File: config.mk
export PLATFORM = sky130hd
export DESIGN_NAME = jk_cmd_sequencer
export DESIGN_NICKNAME = d
export VERILOG_FILES = /design/src/rtl/jk_cmd_sequencer.sv
export SDC_FILE = /design/constraint.sdc
export NUM_CORES = 1
export LEC_CHECK = 0
export ABC_AREA = 0
export BUFFER_PORTS_ARGS = -buffer_cell sky130_fd_sc_hd__buf_2
export CAP_MARGIN = 20
export CORE_AREA = 2 2 110 59
export DETAILED_ROUTE_END_ITERATION = 7
export DIE_AREA = 0 0 112 61
export GPL_ROUTABILITY_DRIVEN = 0
export GPL_TIMING_DRIVEN = 0
export HOLD_SLACK_MARGIN = 0.12
export PLACE_DENSITY = 0.49
export SETUP_SLACK_MARGIN = 0.15
export SKIP_LAST_GASP = 1
export SLEW_MARGIN = 20
export SYNTH_ARGS = -nofsm -noshare
export SYNTH_HDL_FRONTEND = slang
export SYNTH_SLANG_ARGS = --single-unit
File: constraint.sdc
create_clock -name clk -period 5.4 [get_ports clk]
set_input_delay 1.08 -clock clk [delete_from_list [all_inputs] [get_ports clk]]
set_output_delay 1.08 -clock clk [all_outputs]
set_load 0.01 [all_outputs]
File: src/rtl/jk_cmd_sequencer.sv
// Command sequencer feeding a JK flip-flop: buffers {jk, hold} commands and plays each for hold+1 clocks.
// Optional q tracking and mismatch flag when JKSEQ_CHECK_EN is defined.
module jk_cmd_sequencer #(
  parameter int HOLD_W = 4,
  parameter int DEPTH  = 4
) (
  input  logic              clk,
  input  logic              rst,
  input  logic              in_valid,
  output logic              in_ready,
  input  logic [1:0]        in_jk,
  input  logic [HOLD_W-1:0] in_hold,
  output logic [1:0]        jk,
  output logic              busy,
  output logic              done
`ifdef JKSEQ_CHECK_EN
  ,
  input  logic              q_fb,
  output logic              exp_q,
  output logic              mismatch
`endif
);

  localparam int AW = $clog2(DEPTH);
  localparam int CW = AW + 1;
  localparam int EW = 2 + HOLD_W;
  localparam logic [0:0]        IDLE     = 1'b0;
  localparam logic [0:0]        APPLY    = 1'b1;
  localparam logic [CW-1:0]     FULL_CNT = CW'(DEPTH);
  localparam logic [CW-1:0]     CNT_ONE  = CW'(1);
  localparam logic [AW-1:0]     PTR_ONE  = AW'(1);
  localparam logic [HOLD_W-1:0] HOLD_ONE = HOLD_W'(1);

  logic [EW-1:0]     mem_r [DEPTH];
  logic [AW-1:0]     wr_ptr_r;
  logic [AW-1:0]     rd_ptr_r;
  logic [CW-1:0]     count_r;
  logic [0:0]        state_r;
  logic [HOLD_W-1:0] cnt_r;
  logic [1:0]        jk_r;
  logic              done_r;

  logic              empty_s;
  logic              push_s;
  logic              pop_s;
  logic [EW-1:0]     head_s;
  logic [0:0]        state_d_s;
  logic [HOLD_W-1:0] cnt_d_s;
  logic [1:0]        jk_d_s;
  logic              done_d_s;
  logic [CW-1:0]     count_d_s;

  // in_ready looks only at the registered count, so a full FIFO refuses even on a pop cycle
  assign in_ready = (count_r != FULL_CNT);
  assign empty_s  = (count_r == {CW{1'b0}});
  assign push_s   = in_valid & in_ready;
  assign head_s   = mem_r[rd_ptr_r];
  assign busy     = (state_r == APPLY) | ~empty_s;
  assign jk       = jk_r;
  assign done     = done_r;

  // Sequencer next-state: pop when idle, or back-to-back when the current hold runs out
  always_comb begin
    pop_s     = 1'b0;
    state_d_s = state_r;
    cnt_d_s   = cnt_r;
    jk_d_s    = jk_r;
    done_d_s  = 1'b0;
    case (state_r)
      IDLE: begin
        if (!empty_s) begin
          pop_s     = 1'b1;
          jk_d_s    = head_s[EW-1 -: 2];
          cnt_d_s   = head_s[HOLD_W-1:0];
          state_d_s = APPLY;
        end else begin
          jk_d_s    = 2'b00;
        end
      end
      APPLY: begin
        if (cnt_r != {HOLD_W{1'b0}}) begin
          cnt_d_s   = cnt_r - HOLD_ONE;
        end else if (!empty_s) begin
          pop_s     = 1'b1;
          jk_d_s    = head_s[EW-1 -: 2];
          cnt_d_s   = head_s[HOLD_W-1:0];
        end else begin
          jk_d_s    = 2'b00;
          state_d_s = IDLE;
          done_d_s  = 1'b1;
        end
      end
      default: begin
        jk_d_s    = 2'b00;
        cnt_d_s   = {HOLD_W{1'b0}};
        state_d_s = IDLE;
      end
    endcase
  end

  // FIFO occupancy; simultaneous push and pop leaves it unchanged
  always_comb begin
    count_d_s = count_r;
    case ({push_s, pop_s})
      2'b10:   count_d_s = count_r + CNT_ONE;
      2'b01:   count_d_s = count_r - CNT_ONE;
      default: count_d_s = count_r;
    endcase
  end

  // Control and output registers
  always_ff @(posedge clk) begin
    if (rst) begin
      wr_ptr_r <= {AW{1'b0}};
      rd_ptr_r <= {AW{1'b0}};
      count_r  <= {CW{1'b0}};
      state_r  <= IDLE;
      cnt_r    <= {HOLD_W{1'b0}};
      jk_r     <= 2'b00;
      done_r   <= 1'b0;
    end else begin
      if (push_s) begin
        wr_ptr_r <= wr_ptr_r + PTR_ONE;
      end
      if (pop_s) begin
        rd_ptr_r <= rd_ptr_r + PTR_ONE;
      end
      count_r <= count_d_s;
      state_r <= state_d_s;
      cnt_r   <= cnt_d_s;
      jk_r    <= jk_d_s;
      done_r  <= done_d_s;
    end
  end

  // FIFO storage; contents are only read once count says they were written
  always_ff @(posedge clk) begin
    if (push_s) begin
      mem_r[wr_ptr_r] <= {in_jk, in_hold};
    end
  end

`ifdef JKSEQ_CHECK_EN
  logic exp_q_r;
  logic mismatch_r;

  function automatic logic jk_next(input logic q, input logic [1:0] code);
    case (code)
      2'b00:   return q;
      2'b01:   return 1'b0;
      2'b10:   return 1'b1;
      2'b11:   return ~q;
      default: return q;
    endcase
  endfunction

  // Shadow flip-flop tracking the driven jk; divergence is sticky until reset
  always_ff @(posedge clk) begin
    if (rst) begin
      exp_q_r    <= 1'b0;
      mismatch_r <= 1'b0;
    end else begin
      exp_q_r    <= jk_next(exp_q_r, jk_r);
      mismatch_r <= mismatch_r | (q_fb != exp_q_r);
    end
  end

  assign exp_q    = exp_q_r;
  assign mismatch = mismatch_r;
`endif

endmodule

# Word level (Yosys, flattened, before mapping)
# Memory sizes are Yosys's and may differ from the RTL's. A register that Yosys moved wholly into a read port is not among the register bits.
# Index checks and enable logic that the tools add are counted.
[totals]
output_inout_bits = 5
in_bits = 9
n_memories = 1
reg_bits = 15
ramBits = 24
word_cells = 42
[op_classes]
addsub = 5
n_mux = 17
eq_ne = 4
bitwise_logic = 4
n_reduce_logical = 4
[memory_table]
columns = ["name", "depth", "word_bits", "rd", "rd_clocked_by_memory_dff", "write_ports", "line_no", "text"]
rows = [
  ["mem_r", 4, 6, 1, 1, 1, "34", "logic [EW-1:0] mem_r [DEPTH];"],
]
[op_table]
columns = ["op", "n"]
rows = [
  ["two-way mux 2 bit", 4],
  ["two-way mux 4 bit", 2],
  ["case mux 4 bit (2 select lines)", 1],
  ["two-way mux 1 bit", 6],
  ["case mux 3 bit (2 select lines)", 1],
  ["adder 2 x 1 -> 2 bit (second input constant)", 2],
  ["case mux 1 bit (2 select lines)", 2],
  ["case mux 2 bit (2 select lines)", 1],
  ["nonzero test 4 bit", 1],
  ["subtractor 4 x 1 -> 4 bit (second input constant)", 1],
  ["adder 3 x 1 -> 3 bit (second input constant)", 1],
  ["zero test 3 bit", 1],
  ["inequality test 3 bit (second input constant)", 1],
  ["OR reduction 3 bit", 1],
  ["subtractor 3 x 1 -> 3 bit (second input constant)", 1],
  ["equality test 2 x 1 -> 1 bit (second input constant)", 1],
  ["equality test 2 bit (second input constant)", 1],
  ["inequality test 2 bit (second input constant)", 1],
  ["inverter 1 bit", 2],
  ["nonzero test 2 bit", 1],
  ["bitwise AND 1 bit", 1],
  ["OR 1 bit", 1],
]

# Logic depth before layout (Yosys ltp)
# Gate-level depths: netlist of the first run.
[depth]
depth_word = 6
mapped_depth = 10

# Worst setup path before layout of the first run
# No wires, ideal clock.
[synth_timing]
path_kind = "input to register"
startpoint = "input in_valid"
endpoint = "register count_r[2]"
setup_ps = 70
required_ps = 5330
n_path_buf = 0
arrival_ps = 2415
slack_ps = 2915
path_stages = 8
path_cell_list = "and2_4 -> inv_1 -> ha_1 -> inv_1 -> fa_1 -> xor2_1 -> or3_1 -> a21oi_1"
[synth_via]
elab_chain_len = 3
elab_cells_between_ends = 5
[synth_rtl]
columns = ["item", "line_no", "text"]
rows = [
  ["from (decl)", "9", "input logic in_valid,"],
  ["bitwise AND 1 bit (*)", "56", "assign push_s = in_valid & in_ready;"],
  ["equality test 2 x 1 -> 1 bit / equality test 2 bit (equally long branches)", "104", "case ({push_s, pop_s})"],
  ["case mux 3 bit (2 select lines) / nonzero test 2 bit (equally long branches)", "--", ""],
  ["to (signal assigned)", "116", "count_r <= {CW{1'b0}};"],
  ["to (signal assigned)", "128", "count_r <= count_d_s;"],
  ["to (decl)", "37", "logic [CW-1:0] count_r;"],
]
# Mark *: on every way between the ends. The rest lies on a longest branch, timed or not.
# A chain may end at the register's enable or synchronous reset.

# Final worst setup path of the first run
[layout_timing]
startpoint = "register cnt_r[0]"
endpoint = "register count_r[2]"
[layout_via]
elab_chain_len = 5
elab_cells_between_ends = 7
[layout_rtl]
columns = ["item", "line_no", "text"]
rows = [
  ["from (decl)", "39", "logic [HOLD_W-1:0] cnt_r;"],
  ["from (signal assigned)", "118", "cnt_r <= {HOLD_W{1'b0}};"],
  ["from (signal assigned)", "130", "cnt_r <= cnt_d_s;"],
  ["nonzero test 4 bit (*)", "81", "if (cnt_r != {HOLD_W{1'b0}}) begin"],
  ["two-way mux 1 bit (*)", "81", ""],
  ["case mux 1 bit (2 select lines) (*)", "69", "case (state_r)"],
  ["via pop_s", "45", "logic pop_s;"],
  ["equality test 2 x 1 -> 1 bit / equality test 2 bit (equally long branches)", "104", ""],
  ["case mux 3 bit (2 select lines) / nonzero test 2 bit (equally long branches)", "--", ""],
]
# The timed path passes the listed nets; every way through them passes the cells marked *.

==> metrics.cfg, run 1 <==
[clock_network]
clock_sinks=41
numCtsBuffers=5
cts_setup_buffers=0
htree_num_levels=2
clk_pin_slew_ns=0.06
cts_tree=done
clock_latency_ns=0.28
root_buffer=clkbuf_16
cts_resized=0
hold_buffers=0
cts.path.max_buffers=2

[placed_design]
hpwl_microns=2450
dpl.cell_count=213
numPortBuffers=12
preCtsSetupSlack_ns=2.69

[logic_synthesis]
syn_area_sq_um=1710
ys_seq_area_frac=0.619
ys_ff_latch=41
synth.distinct_cells=31
yosys_warnings=0
synthTopCellsByArea=edfxtp_1, dfxtp_1, mux4_2
avgSynthCellArea_sq_um=13.8
syn_nets=141
synth_top_cell_by_area=edfxtp_1
syn_inst=124
synth_top_area_frac=0.421

[drt]
ant_nets=0
drc=0
vias=1001
viasPerCell=4.53
drt-pass1-iter-count=4
wl_microns=3240
drtIter0Drc=37
wl_per_cell_microns=14.6

[hold_path]
hold_path.startpoint=wr_ptr_r[1]
holdPathStages=2
hold_end=wr_ptr_r[1]
hold_path.class=reg2reg

[sta]
setup_viol=0
slew_violations=0
setup_ws_ns=2.75
worst_pin_slew_ns=0.686
fin_setup_tns_ns=0
min_period_ns=2.65
fin_skew_ns=0.00379
relSlewSlack=0.539
max_freq_mhz=377
rsz0062_at_grt=false
hold_violations=0
fin_crit_sh=0.491

[floorplan]
dieHeight_microns=61
die_w_microns=112
start_util=0.293
pin_count=14
num_rows=20
core_sq_um=5860
dieArea_sq_um=6830

[critical_path]
reg2reg_to=count_r[2]
startpoint_type=register
critical_path.slowest_cell=or3b_4
reg2reg_slack_ns=2.75
rr_worst_depth=10
cp_cell_sequence=inv_1 -> ha_1 -> or3b_4 -> a21oi_4 -> ha_1 -> inv_1 -> fa_1 -> xor2_1 -> or3_1 -> a21oi_1
arrival_ns=2.86
startpoint=cnt_r[0]
slowest_delay_ns=0.41
worstPathRequired_ns=5.61
cp_max_fo=6
worst-setup-path-type=reg2reg
cp-end-kind=register
r2r_start=cnt_r[0]

[global_routing]
grt_overflow=0
grt_use_total=0.107
antenna_found_initial=0
grt_max_degree=14
grt_pass1_wl_microns=5290
grt_pass1_vias=1050

[pwr]
vdd_drop_max_mv=0.159
power_density_nw_per_um2=532
power_leakage_nw=0.731

[final_layout]
layout-drive-gt1-share=0.222
final_cells=221
fin_nets=160
num_antenna_cells=0
area.sequential_sq_um=1060
areaGrowthSynthToFinish_pct=18.8
multiInputGateArea_sq_um=596
final_common_cell=edfxtp_1
most-common-layout-cells=edfxtp_1, dfxtp_1, buf_2, nor2_1, inv_1
fillCellCount=589

[outcome]
status=complete, no violations

[job]
drv_cap=0

sequential cells by signal, summed over array words and instances (netlist names), named ones only:
name and flops:
wr_ptr_r 2, jk 2, cnt_r 4, mem_r 24
rd_ptr_r 2, count_r 3, done 1, state_r 1
report_power, final:
part           internal [mW]  total, mW  switching, mW  leakage [nW]
combinational          0.144      0.320          0.176         0.294
sequential             0.391      0.433         0.0419         0.360
clock                  0.216      0.330          0.114        0.0775
total                  0.751       1.08          0.332         0.731
metal layers:
metal,vias to the layer above,share of wire,wire length (microns),GRT usage
li1,493,-,-,-
met1,488,0.52,1680,0.143
met2,16,0.43,1400,0.166
met3,4,0.036,115,0.0360
met4,0,0.012,40,0.0418
met5,-,0,0,0
metrics by stage:
stage	instance area [sq um]	hold WS, ns	total power, mW	util
detailed placement	1870	0.501	0.761	0.319
global placement	1870	0.480	0.743	0.319
global route	2040	0.522	1.15	0.348
CTS	2040	0.512	1.09	0.348
floorplan	1710	0.467	0.672	-
finish	2040	0.510	1.08	0.348
cells by family (layout without fill, tap and decap cells):
kind of cell,count (synthesis),in the layout,synth area share
buffers and inverters,13,33,0.0329
DFF,41,41,0.619
xor gates and xnor gates,5,5,0.0256
AOI/OAI and AO/OA,19,19,0.0752
muxes,6,6,0.0789
and+or+nand+nor,32,32,0.105
adders and majority gates,8,8,0.0628
how the worst max path moves through the flow:
stage / endpoint / slack [ns]
detailed placement: count_r[2] / 2.69
global placement: count_r[2] / 2.74
CTS: count_r[2] / 2.76
finish: count_r[2] / 2.75
global route: count_r[2] / 2.57
floorplan: count_r[2] / 2.91
cell usage after synthesis, drive strengths merged:
cell	instances
a211oi	2
nor3b	1
or3	2
nor3	4
o21ai	3
o211ai	1
edfxtp	24
a32oi	1
buf	1
inv	10
nand2	5
nor4	1
clkbuf	2
nand3b	1
ha	7
a21oi	7
a221oi	1
xor2	3
xnor2	2
a22oi	2
a31oi	1
or3b	2
dfxtp	17
and3	4
o22ai	1
and2	1
mux4	6
nor2	11
fa	1
area by class of cell:
class	count	share of cell area
clock inverters	3	0.0203
flip-flops and latches	41	0.521
clock buffers	5	0.0615
well taps	77	0.0473
multi-input cells	70	0.293
inverters	10	0.0184
repair buffers	12	0.0295
plain buffers	3	0.00922
critical path: cells and delay by family, from the launching register on:
family                   cells  cell delay, ns
AO/OA/AOI/OAI                2            0.44
flip-flops                   1            0.33
AND/OR/NAND/NOR              2            0.71
buffers and inverters        2            0.15
XOR/XNOR                     1            0.16
adder cells (fa/ha/maj)      3            0.79
No activity file was read; power rests on OpenSTA's default activity.
==> run 2: changes to the inputs <==
--- a/config.mk
+++ b/config.mk
@@ -5,16 +5,16 @@
 export SDC_FILE = /design/constraint.sdc
 export NUM_CORES = 1
 export LEC_CHECK = 0
-export ABC_AREA = 0
+export ABC_AREA = 1
 export BUFFER_PORTS_ARGS = -buffer_cell sky130_fd_sc_hd__buf_2
 export CAP_MARGIN = 20
-export CORE_AREA = 2 2 110 59
+export CORE_AREA = 2 2 116 62
 export DETAILED_ROUTE_END_ITERATION = 7
-export DIE_AREA = 0 0 112 61
+export DIE_AREA = 0 0 118 64
 export GPL_ROUTABILITY_DRIVEN = 0
 export GPL_TIMING_DRIVEN = 0
 export HOLD_SLACK_MARGIN = 0.12
-export PLACE_DENSITY = 0.49
+export PLACE_DENSITY = 0.5
 export SETUP_SLACK_MARGIN = 0.15
 export SKIP_LAST_GASP = 1
 export SLEW_MARGIN = 20
==> constraint.sdc (replaced) <==
create_clock -name clk -period 2.3 [get_ports clk]
set_input_delay 0.46 -clock clk [delete_from_list [all_inputs] [get_ports clk]]
set_output_delay 0.46 -clock clk [all_outputs]
set_load 0.01 [all_outputs]
==> run 2 against run 1 <==
Compared with the run above:
- synthesized cell count increased by 55%
- die area rose by 11%
- via count is 25% higher
- clock power increased by 100%
- clock skew is essentially flat
- highest routed layer unchanged
==> metrics.cfg, run 2 <==
[outcome]
status=complete, no violations

[global_routing]
grt_overflow=0  ; unchanged
grt_pass1_vias=1184  ; +13%
grt_pass1_wl_microns=6010  ; +14%
grt_use_total=0.107  ; -0.000733
grt_max_degree=13  ; -1
antenna_found_initial=0  ; unchanged

[logic_synthesis]
yosys_warnings=0  ; unchanged
ys_ff_latch=41  ; unchanged
syn_inst=192  ; +55%
synth_top_area_frac=0.382  ; -0.0385
synth-main-ff-cell=edfxtp_1
ys_top_cells_by_count=nand2_1, inv_1, edfxtp_1, nand3_1, dfxtp_1
avgSynthCellArea_sq_um=9.82  ; -29%
syn_nets=209  ; +48%
synthTopCellsByArea=edfxtp_1, dfxtp_1, nand2_1
synth-edff-count=24  ; unchanged
syn_area_sq_um=1890  ; +10%
synth_top_cell_by_area=edfxtp_1
ys_seq_area_frac=0.563  ; -0.0567
synthArstFlopShare=0  ; unchanged
synth.most_common_cell=nand2_1
synth.distinct_cells=24  ; -23%

[floorplan]
pin_count=14  ; unchanged
start_util=0.291  ; -0.00199
dieArea_sq_um=7550  ; +11%
dieHeight_microns=64  ; +4.9%
die_w_microns=118  ; +5.4%
num_rows=21  ; +5.0%
core_sq_um=6490  ; +11%

[pwr]
power_switching_share=0.378  ; +0.0721
switchingPower_mw=1.07  ; +220%
vdd_drop_max_mv=0.453  ; +180%
power_leakage_nw=0.932  ; +27%
seqPwrFrac=0.367  ; -0.033
p_int_mw=1.76  ; +130%
combPwrFrac=0.397  ; +0.102
finalPower_mw=2.84  ; +160%
power_density_nw_per_um2=1270  ; +140%
clkPwrFrac=0.236  ; -0.069

[job]
drv_cap=0  ; unchanged

[sta]
max_freq_mhz=504  ; +34%
setup_ws_ns=0.318  ; -2.43 ns
min_period_ns=1.98  ; -0.669 ns
slew_violations=0  ; unchanged
rsz0062_at_grt=false
holdWs_ns=0.397  ; -0.112 ns
fin_setup_tns_ns=0  ; unchanged
relSlewSlack=0.506  ; -0.0333
setup_viol=0  ; unchanged
fin_skew_ns=0.00339  ; -0.000399 ns
hold_violations=0  ; unchanged
worst_pin_slew_ns=0.738  ; +0.0525 ns
fin_crit_sh=0.862  ; +0.371

[drt]
drt-pass1-iter-count=4  ; unchanged
wl_microns=3650  ; +13%
viasPerCell=4.09  ; -9.7%
ant_nets=0  ; unchanged
wl_per_cell_microns=11.9  ; -19%
drc=0  ; unchanged
vias=1256  ; +25%
drtIter0Drc=57  ; +54%

[clock_network]
htree_num_levels=2  ; unchanged
cts.path.max_buffers=2  ; unchanged
numCtsBuffers=5  ; unchanged
hold_buffers=0  ; unchanged
root_buffer=clkbuf_16
cts_tree=done
clk_pin_slew_ns=0.06  ; about the same
clock_sinks=41  ; unchanged
clock_latency_ns=0.28  ; about the same

[hold_path]
hold_path.class=in2reg
holdPathStages=1  ; -1

[final_layout]
num_antenna_cells=0  ; unchanged
fin_nets=231  ; +44%
layout-drive-gt1-share=0.233  ; +0.0103
most-common-layout-cells=nand2_1, inv_1, edfxtp_1, nand3_1, dfxtp_1
fin_util=0.343  ; -0.00448
top_regs=mem_r (24), cnt_r (4), count_r (3)
final_common_cell=nand2_1
areaGrowthSynthToFinish_pct=18.1
largest_reg_flops=24  ; unchanged
regMostFlops=mem_r

[critical_path]
cp_cell_sequence=inv_2 -> ha_2 -> nand3_4 -> a21oi_4 -> ha_2 -> inv_1 -> fa_2 -> nand2_1 -> nand3_1 -> o21ai_1 -> a21oi_1
critical_path.slowest_cell=fa_2
slowest_delay_ns=0.34  ; -0.07 ns
cp_max_fo=5  ; -1
worst-setup-path-type=reg2reg
arrival_ns=2.15  ; -0.71 ns
cp-end-kind=register
critPathTopFamily=adder cells
worstPathRequired_ns=2.47  ; -3.14 ns
rr_worst_depth=11  ; +1
cp.depth=11  ; +1
crit_top_cell=ha_2
startpoint_type=register
critPathBufInv=2  ; unchanged

[placed_design]
hpwl_microns=2740  ; +12%
preCtsSetupSlack_ns=0.181  ; -2.50 ns
numPortBuffers=13  ; +1

run 2: metal layers:
layer,track usage,vias up,part of all wire
met3,0.0402,5,0.042
met4,0.0361,0,0.010
li1,-,671,-
met2,0.128,17,0.33
met1,0.166,563,0.61
met5,0,-,0
run 2: path summary, 6_finish.rpt:
kind / startpoint / to / slack (ns)
hold reg to reg: jk[1] / jk[1] / 0.46
hold / removal: in_jk[0] / mem_r[3][4] / 0.40
setup / recovery: cnt_r[0] / count_r[2] / 0.32
setup reg to reg: cnt_r[0] / count_r[2] / 0.32
run 2: final cells by class:
| type | instances | area (sq um) |
|---|---|---|
| Fill cell | 691 | 4260 |
| Sequential cell | 41 | 1060 |
| Multi-Input combinational cell | 113 | 667 |
| Inverter | 35 | 131 |
| Clock buffer | 6 | 129 |
| Tap cell | 92 | 115 |
| Timing Repair Buffer | 15 | 80.1 |
| Buffer | 3 | 33.8 |
| Clock inverter | 2 | 10.0 |
run 2: kinds of logic after synthesis:
| family | share of synthesized area |
|---|---|
| and+or+nand+nor | 0.197 |
| DFF | 0.563 |
| adders and majority gates | 0.0571 |
| AOI/OAI and AO/OA | 0.0909 |
| buffers and inverters | 0.0876 |
| xor gates and xnor gates | 0.00465 |
run 2: per-stage QoR:
step	cells	area, sq um
after floorplan	192	1890
after global placement	297	2070
final	307	2230
after CTS	305	2200
after global routing	307	2230
after detailed placement	297	2070
run 2: power by group through the flow:
stage          registers, mW  logic, mW  clock network [mW]
2_1_floorplan           1.04      0.836                   0
3_3_place_gp            1.05       1.08                   0
3_5_place_dp            1.05       1.08                   0
4_1_cts                 1.04       1.08               0.693
5_1_grt                 1.06       1.30               0.723
6_report                1.04       1.13               0.669
run 2: worst register-to-register path: cells and delay by family, from the launching register on:
| family | cells | cell delay, ns |
|---|---|---|
| compound gates | 3 | 0.38 |
| fa+ha+maj | 3 | 0.74 |
| buf+inv | 2 | 0.15 |
| flops | 1 | 0.32 |
| simple gates | 3 | 0.29 |
run 2: repair_timing:
item	CTS	global route
setup endpoints to repair	0	1
setup buffers	0	2
gates resized for setup	0	6
==> run 3: changes to the inputs <==
--- a/config.mk
+++ b/config.mk
@@ -5,16 +5,15 @@
 export SDC_FILE = /design/constraint.sdc
 export NUM_CORES = 1
 export LEC_CHECK = 0
-export ABC_AREA = 1
 export BUFFER_PORTS_ARGS = -buffer_cell sky130_fd_sc_hd__buf_2
 export CAP_MARGIN = 20
-export CORE_AREA = 2 2 116 62
+export CORE_AREA = 2 2 110 59
 export DETAILED_ROUTE_END_ITERATION = 7
-export DIE_AREA = 0 0 118 64
+export DIE_AREA = 0 0 112 61
 export GPL_ROUTABILITY_DRIVEN = 0
 export GPL_TIMING_DRIVEN = 0
 export HOLD_SLACK_MARGIN = 0.12
-export PLACE_DENSITY = 0.5
+export PLACE_DENSITY = 0.51
 export SETUP_SLACK_MARGIN = 0.15
 export SKIP_LAST_GASP = 1
 export SLEW_MARGIN = 20
==> run 3 against run 2 <==
Compared with the run above:
- the run now ends with negative setup slack left
- die area fell by 9.5%
- critical path depth down 1
- combinational power is 21% lower
- worst setup slack worse by 0.33 ns
- global-route usage increased by 0.41 points
- via count is 14% lower
- flip-flop and latch count stayed put
- utilization increased by 1.4 points
- sequential power about the same
- design area decreased by 6.0%
- sequential share of layout area grew 3.3 points
==> metrics.cfg, run 3 (same netlist as run 1, synthesis figures left out) <==
[drt]
drtIter0Drc=34  ; -40%
wl_microns=3460  ; -5.3%
vias=1077  ; -14%
wl_per_cell_microns=15.2  ; +28%
ant_nets=0  ; unchanged
drt-pass1-iter-count=4  ; unchanged
viasPerCell=4.72  ; +15%
drc=0  ; unchanged

[clock_network]
htree_num_levels=2  ; unchanged
numCtsBuffers=5  ; unchanged
cts_tree=done
hold_buffers=0  ; unchanged
cts.path.max_buffers=2  ; unchanged
root_buffer=clkbuf_16
clk_pin_slew_ns=0.06  ; about the same
clock_sinks=41  ; unchanged
clock_latency_ns=0.28  ; about the same

[hold_path]
hold_path.class=in2reg

[final_layout]
final_common_cell=edfxtp_1
num_antenna_cells=0  ; unchanged
most-common-layout-cells=edfxtp_1, dfxtp_1, buf_2, nor2_1
top_regs=mem_r (24), cnt_r (4), count_r (3)
final_cells=228  ; -26%
largest_reg_flops=24  ; unchanged
fin_nets=167  ; -28%
areaGrowthSynthToFinish_pct=22.2
layout-drive-gt1-share=0.298  ; +0.0655
regMostFlops=mem_r
fin_util=0.357  ; +0.0143

[sta]
max_freq_mhz=432  ; -14%
setup_ws_ns=-0.0154  ; -0.333 ns
hold_violations=0  ; unchanged
min_period_ns=2.32  ; +0.333 ns
rsz0062_at_grt=true
worst_pin_slew_ns=0.667  ; -0.0710 ns
fin_crit_sh=1.01  ; +0.145
fin_setup_tns_ns=-0.0154  ; -0.0154 ns
fin_skew_ns=0.00418  ; +0.000784 ns
slew_violations=0  ; unchanged
setup_viol=1  ; +1
relSlewSlack=0.552  ; +0.0457

[critical_path]
startpoint_type=register
arrival_ns=2.52  ; +0.37 ns
cp_max_fo=2  ; -3
reg2reg_slack_ns=-0.02  ; -0.33 ns
worstPathRequired_ns=2.51  ; +0.04 ns
cp-end-kind=register
worst-setup-path-type=reg2reg

[placed_design]
numPortBuffers=12  ; -1
hpwl_microns=2480  ; -9.3%
dpl.cell_count=213  ; -28%
preCtsSetupSlack_ns=-0.266  ; -0.447 ns

[floorplan]
dieArea_sq_um=6830  ; -9.5%
start_util=0.293  ; +0.00199
core_sq_um=5860  ; -9.8%
die_w_microns=112  ; -5.1%
pin_count=14  ; unchanged
dieHeight_microns=61  ; -4.7%
num_rows=20  ; -4.8%

[pwr]
vdd_drop_max_mv=0.362  ; -20%
power_leakage_nw=0.756  ; -19%
finalPower_mw=2.58  ; -9.2%
power_density_nw_per_um2=1230  ; -3.4%

[global_routing]
grt_pass1_vias=1094  ; -7.6%
grt_overflow=0  ; unchanged
grt_max_degree=13  ; unchanged
grt_use_total=0.111  ; +0.00408
antenna_found_initial=0  ; unchanged
grt_pass1_wl_microns=5470  ; -9.0%

[outcome]
status=complete, but fails checks
failed_checks=negative setup slack

[job]
drv_cap=0  ; unchanged

run 3: critical path, cell delays in order, from the launching register on:
cell and delay [ns]:
dfxtp_4 0.35, inv_4 0.06, ha_4 0.12, or3b_4 0.40
a21oi_4 0.20, ha_4 0.16, inv_2 0.04, fa_2 0.32
xor2_1 0.15, or3_1 0.31, a21oi_1 0.14
run 3: what timing repair did:
action | 4_1_cts | 5_1_grt
hold endpoints to repair | 0 | 0
pin swaps | 3 | 1
endpoints found under the setup margin | 2 | 2
buffers inserted | 5 | 2
resized for setup | 8 | 2
run 3: final cells by class:
cell class / instances / area, sq um
Fill cell: 575 / 3760
Sequential cell: 41 / 1070
Multi-Input combinational cell: 70 / 623
Clock buffer: 7 / 133
Timing Repair Buffer: 19 / 113
Tap cell: 77 / 96.3
Inverter: 10 / 40.0
Buffer: 3 / 18.8
Clock inverter: 1 / 3.75
run 3: through the flow:
step / hold WS, ns / instance area, sq um
5_1_grt: 0.399 / 2090
3_5_place_dp: 0.498 / 1870
2_1_floorplan: 0.467 / 1720
3_3_place_gp: 0.478 / 1870
6_report: 0.402 / 2090
4_1_cts: 0.400 / 2070
run 3: metal layers:
| metal | part of all wire | wire length [microns] | vias to the layer above | GRT usage |
|---|---|---|---|---|
| li1 | - | - | 508 | - |
| met1 | 0.49 | 1710 | 537 | 0.142 |
| met2 | 0.43 | 1500 | 28 | 0.173 |
| met3 | 0.066 | 229 | 4 | 0.0539 |
| met4 | 0.0072 | 25 | 0 | 0.0261 |
| met5 | 0 | 0 | - | 0 |
run 3: path summary, 6_finish.rpt:
check              startpoint           to  cells past startpoint
setup / recovery     cnt_r[0]   count_r[2]                     10
hold / removal     in_hold[1]  mem_r[3][1]                      1
setup reg to reg     cnt_r[0]   count_r[2]                     10
hold reg to reg   wr_ptr_r[1]  wr_ptr_r[1]                      2
run 3: where the power goes:
group          total [mW]  internal, mW  leakage, nW  switching (mW)
sequential           1.02         0.923        0.361           0.100
combinational       0.895         0.437        0.330           0.458
clock               0.659         0.399       0.0655           0.260
total                2.58          1.76        0.756           0.818
